==> src/rtl/mem_arbiter_if.sv <==
// ---------------------------------------------------------------------------
// mem_arbiter_if
//
// Bundles the three handshake groups that surround mem_arbiter:
//   - IF requester : if_req_valid/addr/ready, if_resp_valid/data
//   - LS requester : ls_req_valid/addr/wen/wdata/wmask/ready, ls_resp_valid/data
//   - memory port  : mem_req_valid/addr/wen/wdata/wmask/ready,
//                    mem_resp_valid/data
//
// Modports:
//   slave  - the arbiter's view (takes requests, drives the memory port)
//   master - the environment's view (requesters plus memory model)
//
// Parameters: AW address width, DW data width.
// ---------------------------------------------------------------------------
interface mem_arbiter_if #(
   parameter int AW = 64,
   parameter int DW = 64
);
   // Instruction-fetch requester
   logic          if_req_valid;
   logic [AW-1:0] if_req_addr;
   logic          if_req_ready;
   logic          if_resp_valid;
   logic [DW-1:0] if_resp_data;

   // Load/store requester
   logic          ls_req_valid;
   logic [AW-1:0] ls_req_addr;
   logic          ls_req_wen;
   logic [DW-1:0] ls_req_wdata;
   logic [7:0]    ls_req_wmask;
   logic          ls_req_ready;
   logic          ls_resp_valid;
   logic [DW-1:0] ls_resp_data;

   // Shared memory port
   logic          mem_req_valid;
   logic          mem_req_ready;
   logic [AW-1:0] mem_req_addr;
   logic          mem_req_wen;
   logic [DW-1:0] mem_req_wdata;
   logic [7:0]    mem_req_wmask;
   logic          mem_resp_valid;
   logic [DW-1:0] mem_resp_data;

   modport slave (
      input  if_req_valid, if_req_addr,
      output if_req_ready, if_resp_valid, if_resp_data,
      input  ls_req_valid, ls_req_addr, ls_req_wen, ls_req_wdata, ls_req_wmask,
      output ls_req_ready, ls_resp_valid, ls_resp_data,
      output mem_req_valid, mem_req_addr, mem_req_wen, mem_req_wdata, mem_req_wmask,
      input  mem_req_ready, mem_resp_valid, mem_resp_data
   );

   modport master (
      output if_req_valid, if_req_addr,
      input  if_req_ready, if_resp_valid, if_resp_data,
      output ls_req_valid, ls_req_addr, ls_req_wen, ls_req_wdata, ls_req_wmask,
      input  ls_req_ready, ls_resp_valid, ls_resp_data,
      input  mem_req_valid, mem_req_addr, mem_req_wen, mem_req_wdata, mem_req_wmask,
      output mem_req_ready, mem_resp_valid, mem_resp_data
   );
endinterface

==> src/rtl/mem_arbiter.sv <==
// ---------------------------------------------------------------------------
// mem_arbiter
//
// Shares one request/response memory port between the instruction-fetch (IF)
// and load/store (LS) requesters. One transaction is in flight at a time:
//   IDLE - arbitrate, handshake with the granted requester, latch its request
//   REQ  - present the latched request to memory until mem_req_ready
//   RESP - wait for mem_resp_valid, capture data for the owner, back to IDLE
// The owner's *_resp_valid pulses for one cycle after the capture edge.
//
// Ports:
//   clk  - clock, all state on posedge
//   rst  - asynchronous, active-high reset
//   bus  - mem_arbiter_if.slave (IF, LS and memory handshakes)
//   busy - a transaction is in flight (state != IDLE)
//
// Configuration macro:
//   MEM_ARB_RR_EN - when defined, ties are broken round-robin using a
//                   last_grant register; otherwise LS always wins a tie.
// ---------------------------------------------------------------------------
module mem_arbiter #(
   parameter int AW = 64,
   parameter int DW = 64
) (
   input  logic         clk,
   input  logic         rst,
   mem_arbiter_if.slave bus,
   output logic         busy
);

   typedef enum logic [1:0] {IDLE, REQ, RESP} state_t;
   typedef enum logic {OWN_IF = 1'b0, OWN_LS = 1'b1} owner_t;

   state_t        state, state_nxt;
   owner_t        owner;
   owner_t        grant;
   logic          any_valid;
   logic          accept;
   logic          resp_fire;

   logic [AW-1:0] req_addr;
   logic          req_wen;
   logic [DW-1:0] req_wdata;
   logic [7:0]    req_wmask;

   logic          if_pulse_q, ls_pulse_q;
   logic [DW-1:0] if_data_q, ls_data_q;

`ifdef MEM_ARB_RR_EN
   owner_t        last_grant;
`endif

   // ------------------------------------------------------------------
   // Arbitration
   // ------------------------------------------------------------------
   always_comb begin
      any_valid = bus.if_req_valid | bus.ls_req_valid;
`ifdef MEM_ARB_RR_EN
      if (bus.if_req_valid && bus.ls_req_valid)
         grant = (last_grant == OWN_LS) ? OWN_IF : OWN_LS;
      else
         grant = bus.ls_req_valid ? OWN_LS : OWN_IF;
`else
      grant = bus.ls_req_valid ? OWN_LS : OWN_IF;
`endif
   end

   // ------------------------------------------------------------------
   // FSM: next state and handshake strobes
   // ------------------------------------------------------------------
   // NOTE: every output of this block gets a default before the case, so no
   // path leaves a variable unassigned and no latch is inferred.
   always_comb begin
      state_nxt = state;
      accept    = 1'b0;
      resp_fire = 1'b0;
      case (state)
         IDLE: begin
            // Gated by rst so the combinational readies read 0 during reset.
            if (any_valid && !rst) begin
               accept    = 1'b1;
               state_nxt = REQ;
            end
         end
         REQ: begin
            if (bus.mem_req_ready)
               state_nxt = RESP;
         end
         RESP: begin
            if (bus.mem_resp_valid) begin
               resp_fire = 1'b1;
               state_nxt = IDLE;
            end
         end
         default: state_nxt = IDLE;
      endcase
   end

   // NOTE: sequential state uses non-blocking assignments so every register
   // samples pre-edge values regardless of statement order.
   always_ff @(posedge clk or posedge rst) begin
      if (rst)
         state <= IDLE;
      else
         state <= state_nxt;
   end

   // ------------------------------------------------------------------
   // Request latch, owner and response registers
   // ------------------------------------------------------------------
   // NOTE: the datapath registers are reset as well, so the memory port and
   // response data read 0 after reset instead of stale or unknown values.
   always_ff @(posedge clk or posedge rst) begin
      if (rst) begin
         owner      <= OWN_IF;
         req_addr   <= '0;
         req_wen    <= 1'b0;
         req_wdata  <= '0;
         req_wmask  <= '0;
         if_pulse_q <= 1'b0;
         ls_pulse_q <= 1'b0;
         if_data_q  <= '0;
         ls_data_q  <= '0;
      end else begin
         if_pulse_q <= 1'b0;
         ls_pulse_q <= 1'b0;

         if (accept) begin
            owner <= grant;
            if (grant == OWN_LS) begin
               req_addr  <= bus.ls_req_addr;
               req_wen   <= bus.ls_req_wen;
               req_wdata <= bus.ls_req_wdata;
               req_wmask <= bus.ls_req_wmask;
            end else begin
               // Fetches are reads; the write fields are cleared.
               req_addr  <= bus.if_req_addr;
               req_wen   <= 1'b0;
               req_wdata <= '0;
               req_wmask <= '0;
            end
         end

         // Stores also get a pulse; the memory data is passed through as-is.
         if (resp_fire) begin
            if (owner == OWN_LS) begin
               ls_pulse_q <= 1'b1;
               ls_data_q  <= bus.mem_resp_data;
            end else begin
               if_pulse_q <= 1'b1;
               if_data_q  <= bus.mem_resp_data;
            end
         end
      end
   end

`ifdef MEM_ARB_RR_EN
   // Remembers who won the most recent handshake, for tie-breaking.
   always_ff @(posedge clk or posedge rst) begin
      if (rst)
         last_grant <= OWN_IF;
      else if (accept)
         last_grant <= grant;
   end
`endif

   // ------------------------------------------------------------------
   // Outputs
   // ------------------------------------------------------------------
   assign bus.if_req_ready  = accept && (grant == OWN_IF);
   assign bus.ls_req_ready  = accept && (grant == OWN_LS);

   assign bus.if_resp_valid = if_pulse_q;
   assign bus.if_resp_data  = if_data_q;
   assign bus.ls_resp_valid = ls_pulse_q;
   assign bus.ls_resp_data  = ls_data_q;

   // Decodes of the state register only; async reset clears them at once.
   assign bus.mem_req_valid = (state == REQ);
   assign bus.mem_req_addr  = req_addr;
   assign bus.mem_req_wen   = req_wen;
   assign bus.mem_req_wdata = req_wdata;
   assign bus.mem_req_wmask = req_wmask;

   assign busy = (state != IDLE);

endmodule

==> src/flat_wrapper.sv <==
// flat-port wrapper written by rule: the top's interface ports become plain ports
module mem_arbiter_flat 
#(
   parameter int AW = 64,
   parameter int DW = 64
)
  (clk, rst, busy, bus_if_req_valid, bus_if_req_addr, bus_if_req_ready, bus_if_resp_valid, bus_if_resp_data, bus_ls_req_valid, bus_ls_req_addr, bus_ls_req_wen, bus_ls_req_wdata, bus_ls_req_wmask, bus_ls_req_ready, bus_ls_resp_valid, bus_ls_resp_data, bus_mem_req_valid, bus_mem_req_addr, bus_mem_req_wen, bus_mem_req_wdata, bus_mem_req_wmask, bus_mem_req_ready, bus_mem_resp_valid, bus_mem_resp_data);
  mem_arbiter_if #(.AW(AW), .DW(DW)) bus_i ();
  input  logic clk;
  input  logic rst;
  output logic busy;
  input wire logic [$bits(bus_i.if_req_valid)-1:0] bus_if_req_valid;
  input wire logic [$bits(bus_i.if_req_addr)-1:0] bus_if_req_addr;
  output wire logic [$bits(bus_i.if_req_ready)-1:0] bus_if_req_ready;
  output wire logic [$bits(bus_i.if_resp_valid)-1:0] bus_if_resp_valid;
  output wire logic [$bits(bus_i.if_resp_data)-1:0] bus_if_resp_data;
  input wire logic [$bits(bus_i.ls_req_valid)-1:0] bus_ls_req_valid;
  input wire logic [$bits(bus_i.ls_req_addr)-1:0] bus_ls_req_addr;
  input wire logic [$bits(bus_i.ls_req_wen)-1:0] bus_ls_req_wen;
  input wire logic [$bits(bus_i.ls_req_wdata)-1:0] bus_ls_req_wdata;
  input wire logic [$bits(bus_i.ls_req_wmask)-1:0] bus_ls_req_wmask;
  output wire logic [$bits(bus_i.ls_req_ready)-1:0] bus_ls_req_ready;
  output wire logic [$bits(bus_i.ls_resp_valid)-1:0] bus_ls_resp_valid;
  output wire logic [$bits(bus_i.ls_resp_data)-1:0] bus_ls_resp_data;
  output wire logic [$bits(bus_i.mem_req_valid)-1:0] bus_mem_req_valid;
  output wire logic [$bits(bus_i.mem_req_addr)-1:0] bus_mem_req_addr;
  output wire logic [$bits(bus_i.mem_req_wen)-1:0] bus_mem_req_wen;
  output wire logic [$bits(bus_i.mem_req_wdata)-1:0] bus_mem_req_wdata;
  output wire logic [$bits(bus_i.mem_req_wmask)-1:0] bus_mem_req_wmask;
  input wire logic [$bits(bus_i.mem_req_ready)-1:0] bus_mem_req_ready;
  input wire logic [$bits(bus_i.mem_resp_valid)-1:0] bus_mem_resp_valid;
  input wire logic [$bits(bus_i.mem_resp_data)-1:0] bus_mem_resp_data;
  assign bus_i.if_req_valid = bus_if_req_valid;
  assign bus_i.if_req_addr = bus_if_req_addr;
  assign bus_if_req_ready = bus_i.if_req_ready;
  assign bus_if_resp_valid = bus_i.if_resp_valid;
  assign bus_if_resp_data = bus_i.if_resp_data;
  assign bus_i.ls_req_valid = bus_ls_req_valid;
  assign bus_i.ls_req_addr = bus_ls_req_addr;
  assign bus_i.ls_req_wen = bus_ls_req_wen;
  assign bus_i.ls_req_wdata = bus_ls_req_wdata;
  assign bus_i.ls_req_wmask = bus_ls_req_wmask;
  assign bus_ls_req_ready = bus_i.ls_req_ready;
  assign bus_ls_resp_valid = bus_i.ls_resp_valid;
  assign bus_ls_resp_data = bus_i.ls_resp_data;
  assign bus_mem_req_valid = bus_i.mem_req_valid;
  assign bus_mem_req_addr = bus_i.mem_req_addr;
  assign bus_mem_req_wen = bus_i.mem_req_wen;
  assign bus_mem_req_wdata = bus_i.mem_req_wdata;
  assign bus_mem_req_wmask = bus_i.mem_req_wmask;
  assign bus_i.mem_req_ready = bus_mem_req_ready;
  assign bus_i.mem_resp_valid = bus_mem_resp_valid;
  assign bus_i.mem_resp_data = bus_mem_resp_data;
  mem_arbiter #(.AW(AW), .DW(DW)) u_core (.clk(clk), .rst(rst), .bus(bus_i), .busy(busy));
endmodule
==> config.mk <==
export PLATFORM = sky130hd
export DESIGN_NAME = mem_arbiter_flat
export DESIGN_NICKNAME = d
export VERILOG_FILES = /design/src/rtl/mem_arbiter_if.sv /design/src/rtl/mem_arbiter.sv /design/src/flat_wrapper.sv
export SDC_FILE = /design/constraint.sdc
export NUM_CORES = 1
export LEC_CHECK = 0
export CAP_MARGIN = 20
export CORE_AREA = 2 2 209 211
export CTS_CLUSTER_DIAMETER = 80
export CTS_CLUSTER_SIZE = 16
export DETAILED_ROUTE_END_ITERATION = 10
export DIE_AREA = 0 0 211 213
export PLACE_DENSITY = 0.62
export SETUP_SLACK_MARGIN = 0.1
export SYNTH_ARGS = -nofsm -noshare
export SYNTH_HDL_FRONTEND = slang
export SYNTH_SLANG_ARGS = --single-unit
==> constraint.sdc <==
create_clock -name clk -period 11.2 [get_ports clk]
set_clock_uncertainty 0.15 [all_clocks]
set_input_delay 1.68 -clock clk [delete_from_list [all_inputs] [get_ports clk]]
set_output_delay 1.68 -clock clk [all_outputs]
set_load 0.05 [all_outputs]
Word level (Yosys, flattened, before mapping)
Index checks and enable logic that the tools add are counted.
{"block": "classes", "eq_ne": 5, "n_reduce_logical": 9, "bitwise_logic": 3, "mux": 17}
{"op": "$mux 64", "n": 2}
{"op": "$mux 1", "n": 10}
{"op": "$mux 8", "n": 1}
{"op": "$mux 2", "n": 3}
{"op": "$pmux 2 s3", "n": 1}
{"op": "$ne 2x1->1 const B", "n": 2}
{"op": "$reduce_and 2->1", "n": 2}
{"op": "$logic_and 1x1->1", "n": 3}
{"op": "$reduce_and 3->1", "n": 1}
{"op": "$eq 2x1->1 const B", "n": 1}
{"op": "$eq 2x2->1 const B", "n": 1}
{"op": "$logic_not 2->1", "n": 1}
{"op": "$ne 2x2->1 const B", "n": 1}
{"op": "$not 1->1", "n": 2}
{"op": "$reduce_bool 2->1", "n": 1}
{"op": "$logic_not 1->1", "n": 1}
{"op": "$or 1x1->1", "n": 1}
{"block": "totals", "regBits": 270, "wordCells": 44, "inputBits": 271, "out_inout_bits": 271}

Depth between registers and ports, before layout
{"block": "logic_depth", "word_depth": 5, "ltp_mapped": 7, "mapped_depth_nobuf": 4}

Worst setup path after synthesis
No wires, ideal clock.
{"block": "synth_timing", "path_kind": "input port to output port", "startpoint": "in bus_ls_req_valid", "endpoint": "out bus_if_req_ready", "arrival_ps": 3088, "required_time_ps": 9370, "cell_stages": 6, "path_buffers": 5, "path_slack_ps": 6282, "path_cell_list": "buf_2 -> buf_6 -> buf_4 -> buf_4 -> buf_2 -> nor2_1"}
{"block": "synth_between", "elab_chain_len": 5, "word_cells_on_any_way": 7, "classes_between": "3 x mux; 2 x bitwise; 2 x reduce/logical"}
{"item": "from (decl)", "line": "flat_wrapper.sv:17", "rtl": "input wire logic [$bits(bus_i.ls_req_valid)-1:0] bus_ls_req_valid;"}
{"item": "$or 1x1->1", "line": "mem_arbiter.sv:57", "rtl": "any_valid = bus.if_req_valid | bus.ls_req_valid;"}
{"item": "$logic_and 1x1->1", "line": "mem_arbiter.sv:80", "rtl": "if (any_valid && !rst) begin"}
{"item": "$mux 1", "line": "mem_arbiter.sv:80"}
{"item": "$mux 1", "line": "mem_arbiter.sv:77", "rtl": "case (state)"}
{"item": "$logic_and 1x1->1 *", "line": "mem_arbiter.sv:170", "rtl": "assign bus.if_req_ready = accept && (grant == OWN_IF);"}
{"item": "to (decl)", "line": "flat_wrapper.sv:14", "rtl": "output wire logic [$bits(bus_i.if_req_ready)-1:0] bus_if_req_ready;"}
Every way passes the cells marked *; elsewhere a longest branch is shown, timed or not.

Final worst setup path
{"block": "layout_timing", "startpoint": "in rst", "endpoint": "out bus_if_req_ready"}
{"block": "layout_between", "elab_chain_len": 5}
{"item": "from (decl)", "line": "flat_wrapper.sv:10", "rtl": "input logic rst;"}
{"item": "$logic_not 1->1", "line": "mem_arbiter.sv:80"}
{"item": "$logic_and 1x1->1", "line": "mem_arbiter.sv:80"}
{"item": "$mux 1", "line": "mem_arbiter.sv:80"}
{"item": "$mux 1", "line": "mem_arbiter.sv:77"}
{"item": "$logic_and 1x1->1", "line": "mem_arbiter.sv:170"}
No other way between the ends.

==> impl_metrics.toml <==
[die]
coreArea_um2 = 42700
fp.dieW_um = 211
io_pins = 542
dieArea_um2 = 44900
start_util = 0.267
fp.dieH_um = 213
num_rows = 76

[cells_and_area]
drive_gt1_frac = 0.202
stdcell_count = 1892
fin_util = 0.423
syn2layout_area_growth_pct = 58.5
antenna-diode-count = 0
final_nets = 1607

[power]
switching_power_mw = 2.90
power_density_nw_per_um2 = 337
p_int_mw = 3.19
p_comb_frac = 0.579
p_leak_nw = 7.63
pwr-share-seq = 0.278
p_sw_frac = 0.476
peakVddDrop_mv = 0.180
clockPowerShare = 0.143

[clock_tree]
clk_pin_slew_ns = 0.07
cts_sinks = 270
root_buffer = "clkbuf_16"
worstSkewPairLatency_ns = 0.54
post_cts_resized = 0
cts_hold_buffers = 0
cts_buffer_depth = 3
cts_inserted_buffers = 24
cts_tree = "yes"
h-tree-depth = 1
cts_setup_buffers = 0

[global_route]
groute.usage.overall = 0.150
grt-ovfl-total = 0
grt_max_degree = 138
antenna_found_initial = 5
grt_pass1_wl_um = 52600
grt_pass1_vias = 8839

[timing]
finalWorstSetupSlack_ns = 5.72
setup_violations = 0
hold_viol = 0
fin_tns_setup_ns = 0
finalMaxSlewViolations = 0
rsz0062_at_grt = "no"
worst_pin_slew_ns = 1.09
layout_min_cycle_time_ns = 5.48
max-slew-margin-rel = 0.277
fmax_mhz = 182
period_share = 0.489

[detailed_routing]
firstDrtPassIters = 4
ant_nets = 0
drt_iter0_drc = 290
vias = 8098
wl_per_cell_um = 18.5
viasPerCell = 4.28
drcViolationCount = 0
drt-total-wl_um = 35000

[placement]
dp.cells = 1856
dp_slack_ns = 5.70
io_buffers = 541
dpl.hpwl_um = 25200
place_congestion = 0.741

[yosys]
yosysWarnings = 0
synth_cell_types = 21
synthesis.area_um2 = 11400
synth.avg_cell_area_um2 = 14.1
synthCells = 807
ys_ff_latch = 270
synth_nets = 1078
synth-seq-area-share = 0.593

[min_path]
min_path_cells = 1
min_path_type = "reg -> reg"

[outcome]
status = "finished, final reports clean"

[setup_path]
arrival_ns = 3.65
r2r_cells = 4
critPathRequiredTime_ns = 9.37
crit_type = "in -> out"
start_kind = "primary input"
crit_fanout = 3
critical_path.endpoint_type = "output pin"

[run]
cap_violations = 0
[area by class of cell]
cell class / count / area (um2)
timing repair buffer: 548 / 5480
clock inverter: 9 / 151
inverter: 76 / 293
multi-input combinational: 416 / 4060
fill: 4015 / 24600
sequential: 270 / 6760
tap: 546 / 683
clock buffer: 27 / 643
[cell usage in the layout (no fill, tap or decap), types with 2 or more instances in the layout]
| cell type | count |
|---|---|
| nand2b_1 | 2 |
| inv_8 | 2 |
| nand2_1 | 74 |
| inv_1 | 75 |
| mux2_4 | 16 |
| buf_4 | 7 |
| clkdlybuf4s50_1 | 540 |
| nor2_1 | 2 |
| bufinv_16 | 3 |
| mux2_2 | 210 |
| o21ai_0 | 2 |
| dfrtp_1 | 270 |
| mux2i_1 | 73 |
| clkbuf_16 | 25 |
| mux2_1 | 31 |
| inv_6 | 3 |
[stage by stage]
step / hold slack, ns / area (um2) / total power [mW]
floorplan: 0.358 / 11400 / 3.97
global placement: 0.318 / 17300 / 5.23
detailed placement: 0.324 / 17300 / 5.26
CTS: 0.341 / 18100 / 6.17
global route: 0.346 / 18100 / 6.36
finish: 0.337 / 18100 / 6.09
[flip-flops by register name, indices dropped and copies added, names as in the netlist]
signal and flops:
u_core.bus.if_resp_data 64, u_core.bus.if_resp_valid 1, u_core.bus.ls_resp_data 64, u_core.bus.ls_resp_valid 1
u_core.bus.mem_req_addr 64, u_core.bus.mem_req_wdata 64, u_core.bus.mem_req_wen 1, u_core.bus.mem_req_wmask 8
u_core.owner 1, u_core.state 2
[metal layers]
| metal | routed length [um] | track usage | vias up | part of all wire |
|---|---|---|---|---|
| li1 | - | - | 3754 | - |
| met1 | 13800 | 0.174 | 3947 | 0.39 |
| met2 | 16600 | 0.255 | 342 | 0.48 |
| met3 | 3850 | 0.0699 | 45 | 0.11 |
| met4 | 641 | 0.0291 | 10 | 0.018 |
| met5 | 70 | 0 | - | 0.0020 |
[kinds of logic (layout without fill, tap and decap cells)]
| kind of cell | Yosys count | in the layout | synth area share |
|---|---|---|---|
| flops | 270 | 270 | 0.593 |
| buf+inv | 121 | 660 | 0.0525 |
| simple gates | 84 | 84 | 0.0305 |
| mux | 330 | 330 | 0.323 |
| compound gates | 2 | 2 | 0.000878 |
[final timing paths]
| check | startpoint | endpoint | slack, ns |
|---|---|---|---|
| worst max-delay path | rst | bus_if_req_ready | 5.72 |
| worst min-delay path | u_core.bus.mem_req_addr[16] | u_core.bus.mem_req_addr[16] | 0.34 |
| worst max register to register | u_core.state[0] | u_core.bus.mem_req_addr[55] | 8.73 |
| worst min register to register | u_core.bus.mem_req_addr[16] | u_core.bus.mem_req_addr[16] | 0.34 |
| max in group asynchronous | rst | u_core.bus.mem_req_wmask[7] | 7.63 |
| min in group asynchronous | rst | u_core.owner | 1.66 |
[synthesized netlist by cell type, drive strengths merged]
cell,number,share of area
and2,1,0.00055
mux2i,73,0.064
nor3,1,0.00088
nand2b,2,0.0011
buf,38,0.025
nand2,74,0.024
inv,76,0.025
o21ai,2,0.00088
or3,1,0.00055
nand4b,1,0.00077
or2,1,0.00055
mux2,257,0.26
dfrtp,270,0.59
nor2,2,0.00066
nor3b,1,0.0011
clkbuf,7,0.0023
[critical path, stage by stage]
cell and delay, ns:
clkdlybuf4s50_1 0.55, or3_1 0.47, nor2_1 0.10, clkdlybuf4s50_1 0.84
[power by group through the flow]
| stage | clock, mW | sequential, mW | combinational [mW] |
|---|---|---|---|
| finish | 0.873 | 1.69 | 3.52 |
| global route | 0.940 | 1.75 | 3.66 |
| CTS | 0.909 | 1.70 | 3.56 |
| detailed placement | 0 | 1.71 | 3.55 |
| global placement | 0 | 1.69 | 3.54 |
| floorplan | 0 | 3.34 | 0.631 |
(Power assumes the default switching activity.)
